`config.mk`:
```
export PLATFORM = sky130hd
export DESIGN_NAME = sdram_ctrl
export DESIGN_NICKNAME = d
export VERILOG_FILES = /design/src/rtl/sdram_ctrl.sv
export SDC_FILE = /design/constraint.sdc
export NUM_CORES = 1
export LEC_CHECK = 0
export CORE_MARGIN = 3
export CORE_UTILIZATION = 44
export DETAILED_ROUTE_END_ITERATION = 10
export GPL_ROUTABILITY_DRIVEN = 0
export PLACE_DENSITY = 0.85
export SYNTH_ARGS = -nofsm -noshare
export SYNTH_HDL_FRONTEND = slang
export SYNTH_SLANG_ARGS = --single-unit
```
`constraint.sdc`:
```
create_clock -name clk -period 5.15 [get_ports clk]
set_input_delay 1.545 -clock clk [delete_from_list [all_inputs] [get_ports clk]]
set_output_delay 1.545 -clock clk [all_outputs]
set_load 0.02 [all_outputs]
```
`src/rtl/sdram_ctrl.sv`:
```
// SDRAM command sequencer: closed-page single-word read/write plus periodic auto refresh.
// Latency: accept at cycle 0 -> ACTIVE +1, READ/WRITE +tRCD+1, rsp_valid +tRCD+CL+2 (reads).
// Backpressure: req_ready only in IDLE with no refresh pending; host holds the request otherwise.
// Ports: clk/reset (sync, active high), init_done level, host req_*/rsp_*, registered sdram_* pins.
module sdram_ctrl #(
    parameter int BA_WIDTH   = 2,
    parameter int ROW_WIDTH  = 13,
    parameter int COL_WIDTH  = 9,
    parameter int DATA_WIDTH = 16,
    parameter int CL         = 2,
    parameter int tRCD_CYCLE = 2,
    parameter int tRP_CYCLE  = 2,
    parameter int tWR_CYCLE  = 2,
    parameter int tRFC_CYCLE = 7,
    parameter int tREF_CYCLE = 781
) (
    input  logic                                    clk,
    input  logic                                    reset,
    input  logic                                    init_done,
    input  logic                                    req_valid,
    output logic                                    req_ready,
    input  logic                                    req_write,
    input  logic [BA_WIDTH+ROW_WIDTH+COL_WIDTH-1:0] req_addr,
    input  logic [DATA_WIDTH-1:0]                   req_wdata,
    input  logic [DATA_WIDTH/8-1:0]                 req_wmask,
    output logic                                    rsp_valid,
    output logic [DATA_WIDTH-1:0]                   rsp_rdata,
    output logic                                    sdram_cs_n,
    output logic                                    sdram_ras_n,
    output logic                                    sdram_cas_n,
    output logic                                    sdram_we_n,
    output logic                                    sdram_cke,
    output logic [BA_WIDTH-1:0]                     sdram_ba,
    output logic [ROW_WIDTH-1:0]                    sdram_addr,
    output logic [DATA_WIDTH/8-1:0]                 sdram_dqm,
    output logic [DATA_WIDTH-1:0]                   sdram_dq_out,
    output logic                                    sdram_dq_oe,
    input  logic [DATA_WIDTH-1:0]                   sdram_dq_in
);
    localparam int ADDR_W = BA_WIDTH + ROW_WIDTH + COL_WIDTH;
    localparam int DM_W   = DATA_WIDTH / 8;
    localparam int MAX_A  = (tREF_CYCLE > tRFC_CYCLE) ? tREF_CYCLE : tRFC_CYCLE;
    localparam int MAX_B  = ((tWR_CYCLE + tRP_CYCLE) > CL) ? (tWR_CYCLE + tRP_CYCLE) : CL;
    localparam int MAX_C  = (MAX_A > MAX_B) ? MAX_A : MAX_B;
    localparam int MAX_P  = (MAX_C > tRCD_CYCLE) ? MAX_C : tRCD_CYCLE;
    localparam int CNT_W  = $clog2(MAX_P + 1);

    // {cs_n, ras_n, cas_n, we_n}
    localparam logic [3:0] CMD_INHIBIT = 4'b1111;
    localparam logic [3:0] CMD_NOP     = 4'b0111;
    localparam logic [3:0] CMD_ACTIVE  = 4'b0011;
    localparam logic [3:0] CMD_READ    = 4'b0101;
    localparam logic [3:0] CMD_WRITE   = 4'b0100;
    localparam logic [3:0] CMD_REFRESH = 4'b0001;

    typedef enum logic [2:0] {
        S_WAIT_INIT, S_IDLE, S_ACT, S_RW, S_RD_WAIT, S_WR_REC, S_REF
    } state_t;

    state_t                state_q, state_d;
    logic [CNT_W-1:0]      cnt_q, cnt_d;
    logic [CNT_W-1:0]      tmr_q, tmr_d;
    logic                  ref_pend_q, ref_pend_d;
    logic [3:0]            cmd_q, cmd_d;
    logic                  cke_q, cke_d;
    logic [BA_WIDTH-1:0]   ba_q, ba_d;
    logic [ROW_WIDTH-1:0]  addr_q, addr_d;
    logic [DM_W-1:0]       dqm_q, dqm_d;
    logic [DATA_WIDTH-1:0] dq_out_q, dq_out_d;
    logic                  dq_oe_q, dq_oe_d;
    logic                  rsp_valid_q, rsp_valid_d;
    logic [DATA_WIDTH-1:0] rsp_rdata_q, rsp_rdata_d;
    logic                  wr_q, wr_d;
    logic [ADDR_W-1:0]     raddr_q, raddr_d;
    logic [DATA_WIDTH-1:0] wdata_q, wdata_d;
    logic [DM_W-1:0]       wmask_q, wmask_d;
    logic                  ref_set;
    logic [ROW_WIDTH-1:0]  col_addr;

    // Column address with A10 high selects auto-precharge.
    always_comb begin
        col_addr                  = '0;
        col_addr[COL_WIDTH-1:0]   = raddr_q[COL_WIDTH-1:0];
        col_addr[10]              = 1'b1;
    end

    assign req_ready = (state_q == S_IDLE) && !ref_pend_q;

    always_comb begin
        state_d     = state_q;
        cnt_d       = cnt_q;
        ref_pend_d  = ref_pend_q;
        cmd_d       = CMD_NOP;
        cke_d       = 1'b1;
        ba_d        = ba_q;
        addr_d      = addr_q;
        dqm_d       = '1;
        dq_out_d    = dq_out_q;
        dq_oe_d     = 1'b0;
        rsp_valid_d = 1'b0;
        rsp_rdata_d = rsp_rdata_q;
        wr_d        = wr_q;
        raddr_d     = raddr_q;
        wdata_d     = wdata_q;
        wmask_d     = wmask_q;
        ref_set     = 1'b0;

        // Refresh interval timer; only the reload ends a count.
        if (!init_done) begin
            tmr_d = CNT_W'(tREF_CYCLE - 1);
        end else if (tmr_q == '0) begin
            tmr_d   = CNT_W'(tREF_CYCLE - 1);
            ref_set = 1'b1;
        end else begin
            tmr_d = tmr_q - 1'b1;
        end

        case (state_q)
            S_WAIT_INIT: begin
                cmd_d = CMD_INHIBIT;
                cke_d = 1'b0;
                if (init_done) begin
                    state_d = S_IDLE;
                    cmd_d   = CMD_NOP;
                    cke_d   = 1'b1;
                end
            end
            S_IDLE: begin
                if (ref_pend_q) begin
                    cmd_d      = CMD_REFRESH;
                    ref_pend_d = 1'b0;
                    cnt_d      = CNT_W'(tRFC_CYCLE - 1);
                    state_d    = S_REF;
                end else if (req_valid) begin
                    wr_d    = req_write;
                    raddr_d = req_addr;
                    wdata_d = req_wdata;
                    wmask_d = req_wmask;
                    cmd_d   = CMD_ACTIVE;
                    ba_d    = req_addr[ADDR_W-1 -: BA_WIDTH];
                    addr_d  = req_addr[COL_WIDTH +: ROW_WIDTH];
                    cnt_d   = CNT_W'(tRCD_CYCLE - 1);
                    state_d = S_ACT;
                end
            end
            S_ACT: begin
                // The column command is registered here so it lands on the
                // pins in the first RW cycle.
                if (cnt_q == '0) begin
                    ba_d    = raddr_q[ADDR_W-1 -: BA_WIDTH];
                    addr_d  = col_addr;
                    state_d = S_RW;
                    if (wr_q) begin
                        cmd_d    = CMD_WRITE;
                        dq_oe_d  = 1'b1;
                        dq_out_d = wdata_q;
                        dqm_d    = ~wmask_q;
                    end else begin
                        cmd_d = CMD_READ;
                    end
                end else begin
                    cnt_d = cnt_q - 1'b1;
                end
            end
            S_RW: begin
                if (wr_q) begin
                    cnt_d   = CNT_W'(tWR_CYCLE + tRP_CYCLE - 1);
                    state_d = S_WR_REC;
                end else begin
                    cnt_d   = CNT_W'(CL);
                    state_d = S_RD_WAIT;
                end
            end
            S_RD_WAIT: begin
                // cnt==1 is exactly CL cycles after READ was on the pins.
                if (cnt_q == CNT_W'(1)) begin
                    rsp_valid_d = 1'b1;
                    rsp_rdata_d = sdram_dq_in;
                end
                if (cnt_q == '0) state_d = S_IDLE;
                else             cnt_d   = cnt_q - 1'b1;
            end
            S_WR_REC, S_REF: begin
                if (cnt_q == '0) state_d = S_IDLE;
                else             cnt_d   = cnt_q - 1'b1;
            end
            default: state_d = S_WAIT_INIT;
        endcase

        // A new timer expiry beats the clear; an expiry while already pending merges.
        if (ref_set) ref_pend_d = 1'b1;
    end

    always_ff @(posedge clk) begin
        if (reset) begin
            state_q     <= S_WAIT_INIT;
            cnt_q       <= '0;
            tmr_q       <= CNT_W'(tREF_CYCLE - 1);
            ref_pend_q  <= 1'b0;
            cmd_q       <= CMD_INHIBIT;
            cke_q       <= 1'b0;
            ba_q        <= '0;
            addr_q      <= '0;
            dqm_q       <= '1;
            dq_out_q    <= '0;
            dq_oe_q     <= 1'b0;
            rsp_valid_q <= 1'b0;
            rsp_rdata_q <= '0;
            wr_q        <= 1'b0;
            raddr_q     <= '0;
            wdata_q     <= '0;
            wmask_q     <= '0;
        end else begin
            state_q     <= state_d;
            cnt_q       <= cnt_d;
            tmr_q       <= tmr_d;
            ref_pend_q  <= ref_pend_d;
            cmd_q       <= cmd_d;
            cke_q       <= cke_d;
            ba_q        <= ba_d;
            addr_q      <= addr_d;
            dqm_q       <= dqm_d;
            dq_out_q    <= dq_out_d;
            dq_oe_q     <= dq_oe_d;
            rsp_valid_q <= rsp_valid_d;
            rsp_rdata_q <= rsp_rdata_d;
            wr_q        <= wr_d;
            raddr_q     <= raddr_d;
            wdata_q     <= wdata_d;
            wmask_q     <= wmask_d;
        end
    end

    assign {sdram_cs_n, sdram_ras_n, sdram_cas_n, sdram_we_n} = cmd_q;
    assign sdram_cke    = cke_q;
    assign sdram_ba     = ba_q;
    assign sdram_addr   = addr_q;
    assign sdram_dqm    = dqm_q;
    assign sdram_dq_out = dq_out_q;
    assign sdram_dq_oe  = dq_oe_q;
    assign rsp_valid    = rsp_valid_q;
    assign rsp_rdata    = rsp_rdata_q;
endmodule

```
Word-level counts from Yosys, hierarchy flattened
Index checks and enable logic that the tools add are counted.
{"block": "totals", "output_inout_bits": 57, "register_bits": 123, "word_cells": 94, "input_bits": 63}
{"block": "op_classes", "n_eq_ne": 14, "n_addsub": 2, "reduce_logical": 20, "mux": 34, "bitwise": 7}
{"cell": "13-bit 2-to-1 mux", "count": 3}
{"cell": "10-bit 2-to-1 mux", "count": 3}
{"cell": "10-bit case mux with 3 select lines", "count": 1}
{"cell": "13-bit case mux with 2 select lines", "count": 1}
{"cell": "3-bit 2-to-1 mux", "count": 7}
{"cell": "10-bit zero test", "count": 2}
{"cell": "10-bit by 1-bit subtractor with 10-bit output (second input constant)", "count": 2}
{"cell": "3-bit case mux with 5 select lines", "count": 1}
{"cell": "4-bit case mux with 3 select lines", "count": 1}
{"cell": "1-bit 2-to-1 mux", "count": 11}
{"cell": "10-bit by 1-bit == test with 1-bit output (second input constant)", "count": 1}
{"cell": "2-bit inequality test (second input constant)", "count": 5}
{"cell": "3-bit == test (second input constant)", "count": 3}
{"cell": "3-bit AND reduction", "count": 3}
{"cell": "3-bit OR reduction", "count": 3}
{"cell": "2-bit 2-to-1 mux", "count": 4}
{"cell": "4-bit AND reduction", "count": 2}
{"cell": "4-bit OR reduction", "count": 2}
{"cell": "3-bit by 2-bit == test with 1-bit output (second input constant)", "count": 2}
{"cell": "1-bit inverter", "count": 6}
{"cell": "4-bit 2-to-1 mux", "count": 1}
{"cell": "2-bit case mux with 2 select lines", "count": 1}
{"cell": "2-bit nonzero test", "count": 2}
{"cell": "3-bit by 1-bit == test with 1-bit output (second input constant)", "count": 1}
{"cell": "9 further kinds", "count": 9}

Depth between registers and ports, before layout
Gate-level depths: netlist of the first run.
{"block": "logic_depth", "word_depth": 4, "ltp_mapped": 8}

Worst setup path after synthesis of the first run
OpenSTA, ideal clock, no wires.
{"block": "synth_path", "path_kind": "input-to-reg", "from": "in req_valid", "to": "reg cnt_q[6]", "arrival_time_ns": 2.640, "required_time_ns": 5.078, "cell_stages": 4, "slack_ns": 2.438, "path_cell_list": "o21ai_1 -> a221o_1 -> a2111oi_1 -> mux2i_1"}
{"block": "synth_via", "elab_chain_len": 2}
{"element": "start: declaration", "line_no": "20", "text": "input logic req_valid,"}
{"element": "3-bit inequality test (no source line)"}
{"element": "3-bit AND reduction (no source line)"}
{"element": "end signal: assignment", "line_no": "215", "text": "cnt_q <= cnt_d;"}
{"element": "end: declaration", "line_no": "61", "text": "logic [CNT_W-1:0] cnt_q, cnt_d;"}
No other way between the ends.
A chain may end at the register's enable or synchronous reset.

Worst setup path in the final report of the first run
{"block": "layout_path", "from": "reg state_q[0]", "to": "out req_ready"}
{"block": "layout_via", "elab_chain_len": 2}
{"element": "start: declaration", "line_no": "60", "text": "state_t state_q, state_d;"}
{"element": "start signal: assignment", "line_no": "214", "text": "state_q <= state_d;"}
{"element": "3-bit by 1-bit == test with 1-bit output", "line_no": "87", "text": "assign req_ready = (state_q == S_IDLE) && !ref_pend_q;"}
{"element": "1-bit logical AND", "line_no": "87"}
{"element": "end: declaration", "line_no": "21", "text": "output logic req_ready,"}
No other way between the ends.

==> results of run 1 <==
==> kinds of logic (layout without fill, tap and decap cells) <==
family,count (synthesis),after routing,synth area share [%]
AOI/OAI and AO/OA,136,136,18.5
xor gates and xnor gates,5,5,0.968
adders and majority gates,3,3,0.830
buffers and inverters,52,150,5.03
DFF,110,110,48.7
muxes,19,19,4.20
and+or+nand+nor,206,206,21.8
==> placed cells by master (no fill, tap or decap), types with 2 or more instances in the layout <==
cell type,n
a2111oi_1,2
a211o_1,2
a211oi_1,3
a21oi_1,62
a22oi_1,2
a311oi_1,11
and2_1,2
buf_4,4
clkbuf_8,10
clkdlybuf4s50_1,118
clkinv_4,2
dfxtp_1,110
ha_1,3
inv_1,11
mux2i_1,19
nand2_1,87
nand2b_1,2
nand3_1,29
nand3b_1,5
nand4_1,2
nor2_1,33
nor2b_1,2
nor3_1,16
nor3_2,2
nor3b_1,3
nor4_1,4
o211ai_1,2
o21ai_0,32
o21ai_1,3
o31ai_1,3
o41ai_1,4
or2_2,2
or3_1,2
or3b_2,2
or4_1,6
or4b_1,2
xnor2_1,5
==> cell type report <==
class,instances,area share [%]
Sequential cell,110,37.3
Multi-Input combinational cell,369,35.5
Timing Repair Buffer,123,20.6
Tap cell,133,2.82
Clock buffer,11,2.39
Clock inverter,5,0.720
Inverter,11,0.699
==> stage by stage <==
step	std cells	hold WS [ns]
floorplan	531	0.358
global placement	746	0.364
detailed placement	746	0.368
CTS	762	0.391
global route	762	0.402
finish	762	0.393
==> state kept, by name, summed over array words and instances, names as in the netlist, 2 cells and up <==
| register | cells |
|---|---|
| sdram_dqm | 2 |
| cmd_q | 4 |
| wmask_q | 2 |
| wdata_q | 16 |
| raddr_q | 11 |
| sdram_addr | 13 |
| tmr_q | 10 |
| sdram_dq_out | 16 |
| rsp_rdata | 16 |
| sdram_ba | 2 |
| cnt_q | 10 |
| state_q | 3 |
==> power groups by stage <==
stage	sequential, mW	combinational, mW	clock (mW)
after floorplan	1.10	0.621	0
after global placement	1.10	0.851	0
after detailed placement	1.11	0.881	0
after CTS	1.09	0.888	0.497
after global routing	1.11	0.982	0.530
final	1.09	0.892	0.484
==> layer usage <==
| layer | track usage (%) | wire length, µm |
|---|---|---|
| met1 | 24.1 | 4720 |
| met2 | 33.2 | 5720 |
| met3 | 4.44 | 776 |
| met4 | 5.41 | 166 |
| met5 | 0 | 0 |
==> worst max-delay path by stage <==
stage | from | end | slack, ns | cells past startpoint
after CTS | state_q[0]$_SDFFE_PP0P_ | req_ready | 1.42 | 2
after global placement | req_valid | wdata_q[14]$_SDFFE_PP0P_ | 1.57 | 5
after global routing | state_q[0]$_SDFFE_PP0P_ | req_ready | 1.29 | 2
after detailed placement | req_valid | wdata_q[7]$_SDFFE_PP0P_ | 1.48 | 5
final | state_q[0]$_SDFFE_PP0P_ | req_ready | 1.44 | 2
after floorplan | req_valid | cnt_q[6]$_SDFFE_PP0P_ | 2.44 | 4
==> qor.yml, run 1 <==
yosys.area.top_type: "dfxtp_1"
die_y_um: 107
cp.arrival_ns: 2.17
track_usage_pct: 19.2
max_freq_mhz: 269
numCtsBuffers: 9
avgSynthCellArea_um2: 8.52
grt_max_degree: 90
regArea_um2: 2200
p_clk_share_pct: 19.6
maxCapViolations: 0
cpMaxStageDelayCell: "dfxtp_1"
drive_above_1_share_pct: 4.61
p_per_area_nw_per_um2: 417
worst_setup_path_end_kind: "primary output"
finalNetCount: 690
p_sw_share_pct: 37.5
die_area_um2: 11500
worstHoldPathCells: 1
drt_iter0_markers: 350
maxSlewViolCount: 0
cts_setup_buffers: 0
final_core_util_pct: 59.9
dominantRegCellSynth: "dfxtp_1"
area_delta_synth_final_pct: 30.5
syn_area_um2: 4530
post-route-drc-count: 0
critPathKind: "register to primary output"
ioPinCount: 120
postCtsHoldBufs: 0
ys_ff_latch: 110
vias: 4196
min_period_ns: 3.71
drt_pass1_iterations: 6
cts_htree_levels: 3
syn-num-nets: 597
final.period_utilization_pct: 72.1
multiInputGateArea_um2: 2100
hpwl_mm: 7.86
clk_latency_ns: 0.37
drtAntennaViolNets: 0
hold_path_end: "sdram_dqm[1]$_SDFF_PP1_"
worst_slew_pin_slew_ns: 1.16
totalNegativeSetupSlack_ns: 0
critPathLaunchType: "register"
hold_viol: 0
clock_skew_ns: 0.0216
wl_per_cell_um: 14.9
cp_num_buf_inv: 1
finalPower_mw: 2.46
design_area_um2: 5910
clock_sinks: 110
cts_root_buffer: "clkbuf_8"
r2r_slack_ns: 2.31
antenna_found_initial: 0
hold_path.class: "register to register"
vias_per_cell: 5.51
yosysMostFrequentCell: "dfxtp_1"
synth_cells: 531
critPathTopFamily: "flip-flops"
setup_ws_ns: 1.44
io_buffer_count: 119
slew_headroom_pct: 22.7
core_area_um2: 9860
clockBufferDepth: 2
rows: 36
combPwrFrac_pct: 36.2
seq_power_share_pct: 44.2
slowest_delay_ns: 0.72
async_reset_ff_share_pct: 0
cp_cell_sequence: "nor4b_2, clkdlybuf4s50_1"
ys_top_cells_by_area: "dfxtp_1, nand2_1, a21oi_1"
cts_resized: 0
cp_max_fo: 20
ys_types: 52
required_ns: 3.61
place_ws_ns: 1.48
synth-seq-area-share_pct: 48.7
p_leak_nw: 2.11
overflow: 0
yosys.area.top_type_share_pct: 48.7
min-delay-start: "wmask_q[1]$_SDFFE_PP0P_"
insertedDiodeCount: 0
setup_violations: 0
synth_edf_count: 0
synth_top_cells_by_count: "dfxtp_1, nand2_1, a21oi_1"
p_int_mw: 1.54
clk_pin_slew_ns: 0.11
reg2reg_from: "state_q[2]$_SDFFE_PP0P_"
wl_mm: 11.4
cts_tree: "done"
first_global_vias: 4031
place_area_um2: 5720
status: "finished clean"
vdd.ir_drop.worst_uv: 201
reg2reg_depth: 4
die_w_um: 107
p_switching_mw: 0.924
rsz0062_at_grt: "no"
initial_core_util_pct: 45.9
ys_warn_count: 0
final.fill_count: 850
grt_pass1_wl_mm: 18.5
reg2reg_to: "sdram_ba[1]$_SDFFE_PP0P_"
(Power assumes the default switching activity.)
==> inputs of run 2 (changes only) <==
==> constraint.sdc (replaced) <==
create_clock -name clk -period 3.5 [get_ports clk]
set_input_delay 1.05 -clock clk [delete_from_list [all_inputs] [get_ports clk]]
set_output_delay 1.05 -clock clk [all_outputs]
set_load 0.02 [all_outputs]
==> qor.yml, run 2 (synthesis gave the netlist of run 1 again) <==
cpMaxStageDelayCell: "dfxtp_1"
cts_htree_levels: 3
clk_latency_ns: 0.37
post-route-drc-count: 0
die_w_um: 107
drive_above_1_share_pct: 5.67
clock_sinks: 110
io_buffer_count: 119
totalNegativeSetupSlack_ns: 0
layoutNonFillerInstCount: 768
vdd.ir_drop.worst_uv: 325
drt_pass1_iterations: 6
p_clk_share_pct: 21.3
seq_power_share_pct: 42.1
regArea_um2: 2200
insertedDiodeCount: 0
final_common_cell: "clkdlybuf4s50_1"
multiInputGateArea_um2: 2100
critPathLaunchType: "register"
clockBufferDepth: 2
status: "finished clean"
cp.arrival_ns: 2.15
clock_skew_ns: 0.0143
die_y_um: 107
grt_pass1_wl_mm: 19.3
maxCapViolations: 0
maxSlewViolCount: 0
required_ns: 2.45
dp_cells: 752
finalNetCount: 696
initial_core_util_pct: 45.9
setup_violations: 0
p_sw_share_pct: 37.7
antenna_found_initial: 0
drt_iter0_markers: 350
rows: 36
area_delta_synth_final_pct: 32.2
wl_per_cell_um: 15.1
postCtsHoldBufs: 0
drtAntennaViolNets: 0
vias_per_cell: 5.60
grt_max_degree: 36
final_cell_mix: "clkdlybuf4s50_1, dfxtp_1, nand2_1"
critPathKind: "register to primary output"
combPwrFrac_pct: 36.6
p_switching_mw: 1.42
first_global_vias: 4162
numCtsBuffers: 9
final.fill_count: 839
hpwl_mm: 8.23
worst_slew_pin_slew_ns: 0.799
max_freq_mhz: 313
p_int_mw: 2.34
vias: 4304
core_area_um2: 9860
worst_setup_path_end_kind: "primary output"
slew_headroom_pct: 46.7
rsz0062_at_grt: "no"
hold_viol: 0
ioPinCount: 120
slowest_delay_ns: 0.73
cts_setup_buffers: 0
cts_root_buffer: "clkbuf_8"
cts_resized: 0
p_leak_nw: 2.15
die_area_um2: 11500
cp_max_fo: 20
p_per_area_nw_per_um2: 628
final.period_utilization_pct: 91.4
cp_cell_sequence: "nor4b_2, clkdlybuf4s50_1"
wl_mm: 11.6
min_period_ns: 3.20
track_usage_pct: 20.2
overflow: 0
clk_pin_slew_ns: 0.11
cts_tree: "done"
hold_path.class: "register to register"
## run 2: cell types whose count changed in the layout (fill, tap and decap cells not counted), sizes merged
cell    change
bufinv      +1
buf         +6
inv         +1
clkbuf      -2
## run 2: critical path: cells and delay by family (launching register included)
family	cells	cell delay [ns]
and+or+nand+nor	1	0.38
buffers and inverters	1	0.68
DFF	1	0.73
## run 2: stage by stage
step | power (mW) | instance area (µm²) | utilization, % | hold WS (ns) | worst slack [ns]
after floorplan | 2.53 | 4530 | - | 0.358 | 1.28
after global placement | 2.89 | 5770 | 58.5 | 0.364 | 0.591
after detailed placement | 2.96 | 5770 | 58.5 | 0.365 | 0.467
after CTS | 3.76 | 5980 | 60.6 | 0.393 | 0.307
after global routing | 3.99 | 5980 | 60.6 | 0.408 | 0.150
final | 3.75 | 5980 | 60.6 | 0.392 | 0.300
## run 2: layout make-up
class	count	area share, %
clock buffers	9	2.07
inverters	11	0.690
repair buffers	129	21.1
flip-flops and latches	110	36.8
clock inverters	7	1.51
well taps	133	2.78
multi-input cells	369	35.0
## run 2: layer usage
metal | wire [µm] | share of wire [%] | track usage [%]
met4 | 199 | 1.7 | 6.76
met3 | 897 | 7.7 | 5.22
met5 | 0 | 0 | 0
met2 | 5830 | 50 | 35.3
met1 | 4680 | 40 | 24.0
## run 2: path summary, 6_finish.rpt
kind | slack (ns) | cells past startpoint | end | from
max reg2reg | 0.96 | 4 | cnt_q[8]$_SDFFE_PP0P_ | state_q[0]$_SDFFE_PP0P_
min | 0.39 | 1 | sdram_dqm[1]$_SDFF_PP1_ | wmask_q[1]$_SDFFE_PP0P_
min reg2reg | 0.39 | 1 | sdram_dqm[1]$_SDFF_PP1_ | wmask_q[1]$_SDFFE_PP0P_
max | 0.30 | 2 | req_ready | state_q[0]$_SDFFE_PP0P_
## run 2: power by group through the flow
stage	Combinational (mW)	Clock [mW]	Sequential, mW
3_5_place_dp	1.35	0	1.60
6_report	1.37	0.800	1.58
4_1_cts	1.36	0.826	1.57
5_1_grt	1.50	0.878	1.60
2_1_floorplan	0.914	0	1.62
3_3_place_gp	1.30	0	1.59
==> inputs of run 3 (changes only) <==
--- a/config.mk
+++ b/config.mk
@@ -9,6 +9,8 @@
 export CORE_UTILIZATION = 44
 export DETAILED_ROUTE_END_ITERATION = 10
 export GPL_ROUTABILITY_DRIVEN = 0
+export GPL_TIMING_DRIVEN = 0
+export MAX_ROUTING_LAYER = met4
 export PLACE_DENSITY = 0.85
 export SYNTH_ARGS = -nofsm -noshare
 export SYNTH_HDL_FRONTEND = slang
==> qor.yml, run 3 (synthesis gave the netlist of run 1 again) <==
clk_pin_slew_ns: 0.10
layoutNonFillerInstCount: 798
vias_per_cell: 5.49
wl_mm: 12.4
drive_above_1_share_pct: 6.32
worstHoldPathCells: 1
overflow: 0
cts_setup_buffers: 0
initial_core_util_pct: 45.9
numCtsBuffers: 9
grt_max_degree: 21
reg2reg_from: "cnt_q[0]$_SDFFE_PP0P_"
critPathLaunchType: "register"
clockBufferDepth: 2
post-route-drc-count: 0
cts_htree_levels: 3
critPathKind: "register to primary output"
drtAntennaViolNets: 0
slowest_delay_ns: 0.68
status: "finished clean"
final_cell_mix: "clkdlybuf4s50_1, dfxtp_1, nand2_1"
io_buffer_count: 118
min-delay-start: "wmask_q[1]$_SDFFE_PP0P_"
cts_tree: "done"
worst_setup_path_end_kind: "primary output"
die_w_um: 107
final.fill_count: 833
maxCapViolations: 0
p_leak_nw: 2.21
vias: 4378
clock_skew_ns: 0.0219
cpMaxStageDelayCell: "clkdlybuf4s50_1"
multiInputGateArea_um2: 2100
core_area_um2: 9860
cp_cell_sequence: "buf_2, nor4b_2, clkdlybuf4s50_1"
cts_root_buffer: "clkbuf_8"
wl_per_cell_um: 15.5
min_period_ns: 3.01
hold_path.class: "register to register"
totalNegativeSetupSlack_ns: 0
die_y_um: 107
hold_viol: 0
worst_slew_pin_slew_ns: 0.615
drt_pass1_iterations: 5
r2r_slack_ns: 1.31
final_core_util_pct: 61.7
reg2reg_to: "sdram_addr[4]$_SDFFE_PP0P_"
cp_max_fo: 10
track_usage_pct: 21.7
setup_violations: 0
final_common_cell: "clkdlybuf4s50_1"
insertedDiodeCount: 0
postCtsHoldBufs: 0
max_freq_mhz: 332
first_global_vias: 4281
cts_resized: 0
antenna_found_initial: 0
finalNetCount: 726
dp_cells: 782
slew_headroom_pct: 58.7
regArea_um2: 2200
p_per_area_nw_per_um2: 625
area_delta_synth_final_pct: 34.5
rsz0062_at_grt: "no"
die_area_um2: 11500
required_ns: 2.45
ioPinCount: 120
rows: 36
vdd.ir_drop.worst_uv: 268
drt_iter0_markers: 291
reg2reg_depth: 8
clk_latency_ns: 0.37
crit_path_start: "state_q[0]$_SDFFE_PP0P_"
grt_pass1_wl_mm: 19.9
final.period_utilization_pct: 86.0
hold_path_end: "sdram_dqm[1]$_SDFF_PP1_"
timing.hold.ws_ns: 0.399
cp.arrival_ns: 1.96
maxSlewViolCount: 0
hpwl_mm: 9.25
clock_sinks: 110
-- run 3: changes by cell type in the layout (fill, tap and decap cells not counted), sizes merged --
cell    change
buf         +6
clkbuf     +24
-- run 3: per-layer routing --
metal  global-route usage [%]  vias to the layer above  share of wire, %
met4                     6.40                        0               1.1
met3                     4.32                       14               6.9
met2                     37.8                      185                50
met5                        -                        -                 0
met1                     25.4                     2040                42
li1                         -                     2139                 -
-- run 3: cell type report --
type                       count  area share, %
sequential                   110           36.2
multi-input combinational    369           34.4
timing repair buffer         118           19.4
buffer                        41           3.06
tap                          133           2.73
clock buffer                   9           2.04
clock inverter                 7           1.46
inverter                      11          0.678
-- run 3: worst max-delay path: cells and delay by family (launching register included) --
kind                   cells  cell delay, ns
flip-flops                 1            0.35
buffers and inverters      2            0.89
AND/OR/NAND/NOR            1            0.37
-- run 3: how the worst max path moves through the flow --
stage	endpoint	slack [ns]	cells past startpoint
3_5_place_dp	cnt_q[6]$_SDFFE_PP0P_	0.45	5
5_1_grt	req_ready	0.39	3
2_1_floorplan	cnt_q[6]$_SDFFE_PP0P_	1.28	4
4_1_cts	req_ready	0.46	3
6_report	req_ready	0.49	3
3_3_place_gp	cnt_q[6]$_SDFFE_PP0P_	0.55	5
-- run 3: where the power goes --
part	total, mW	internal [mW]	switching, mW
clock	0.803	0.348	0.455
combinational	1.47	0.608	0.860
sequential	1.54	1.42	0.118
total	3.81	2.37	1.43
-- run 3: per-stage QoR --
step / total power [mW] / setup slack (ns) / cell area (µm²)
2_1_floorplan: 2.53 / 1.28 / 4530
3_3_place_gp: 2.95 / 0.551 / 5870
3_5_place_dp: 3.01 / 0.451 / 5870
4_1_cts: 3.80 / 0.462 / 6090
5_1_grt: 4.03 / 0.389 / 6090
6_report: 3.81 / 0.490 / 6090
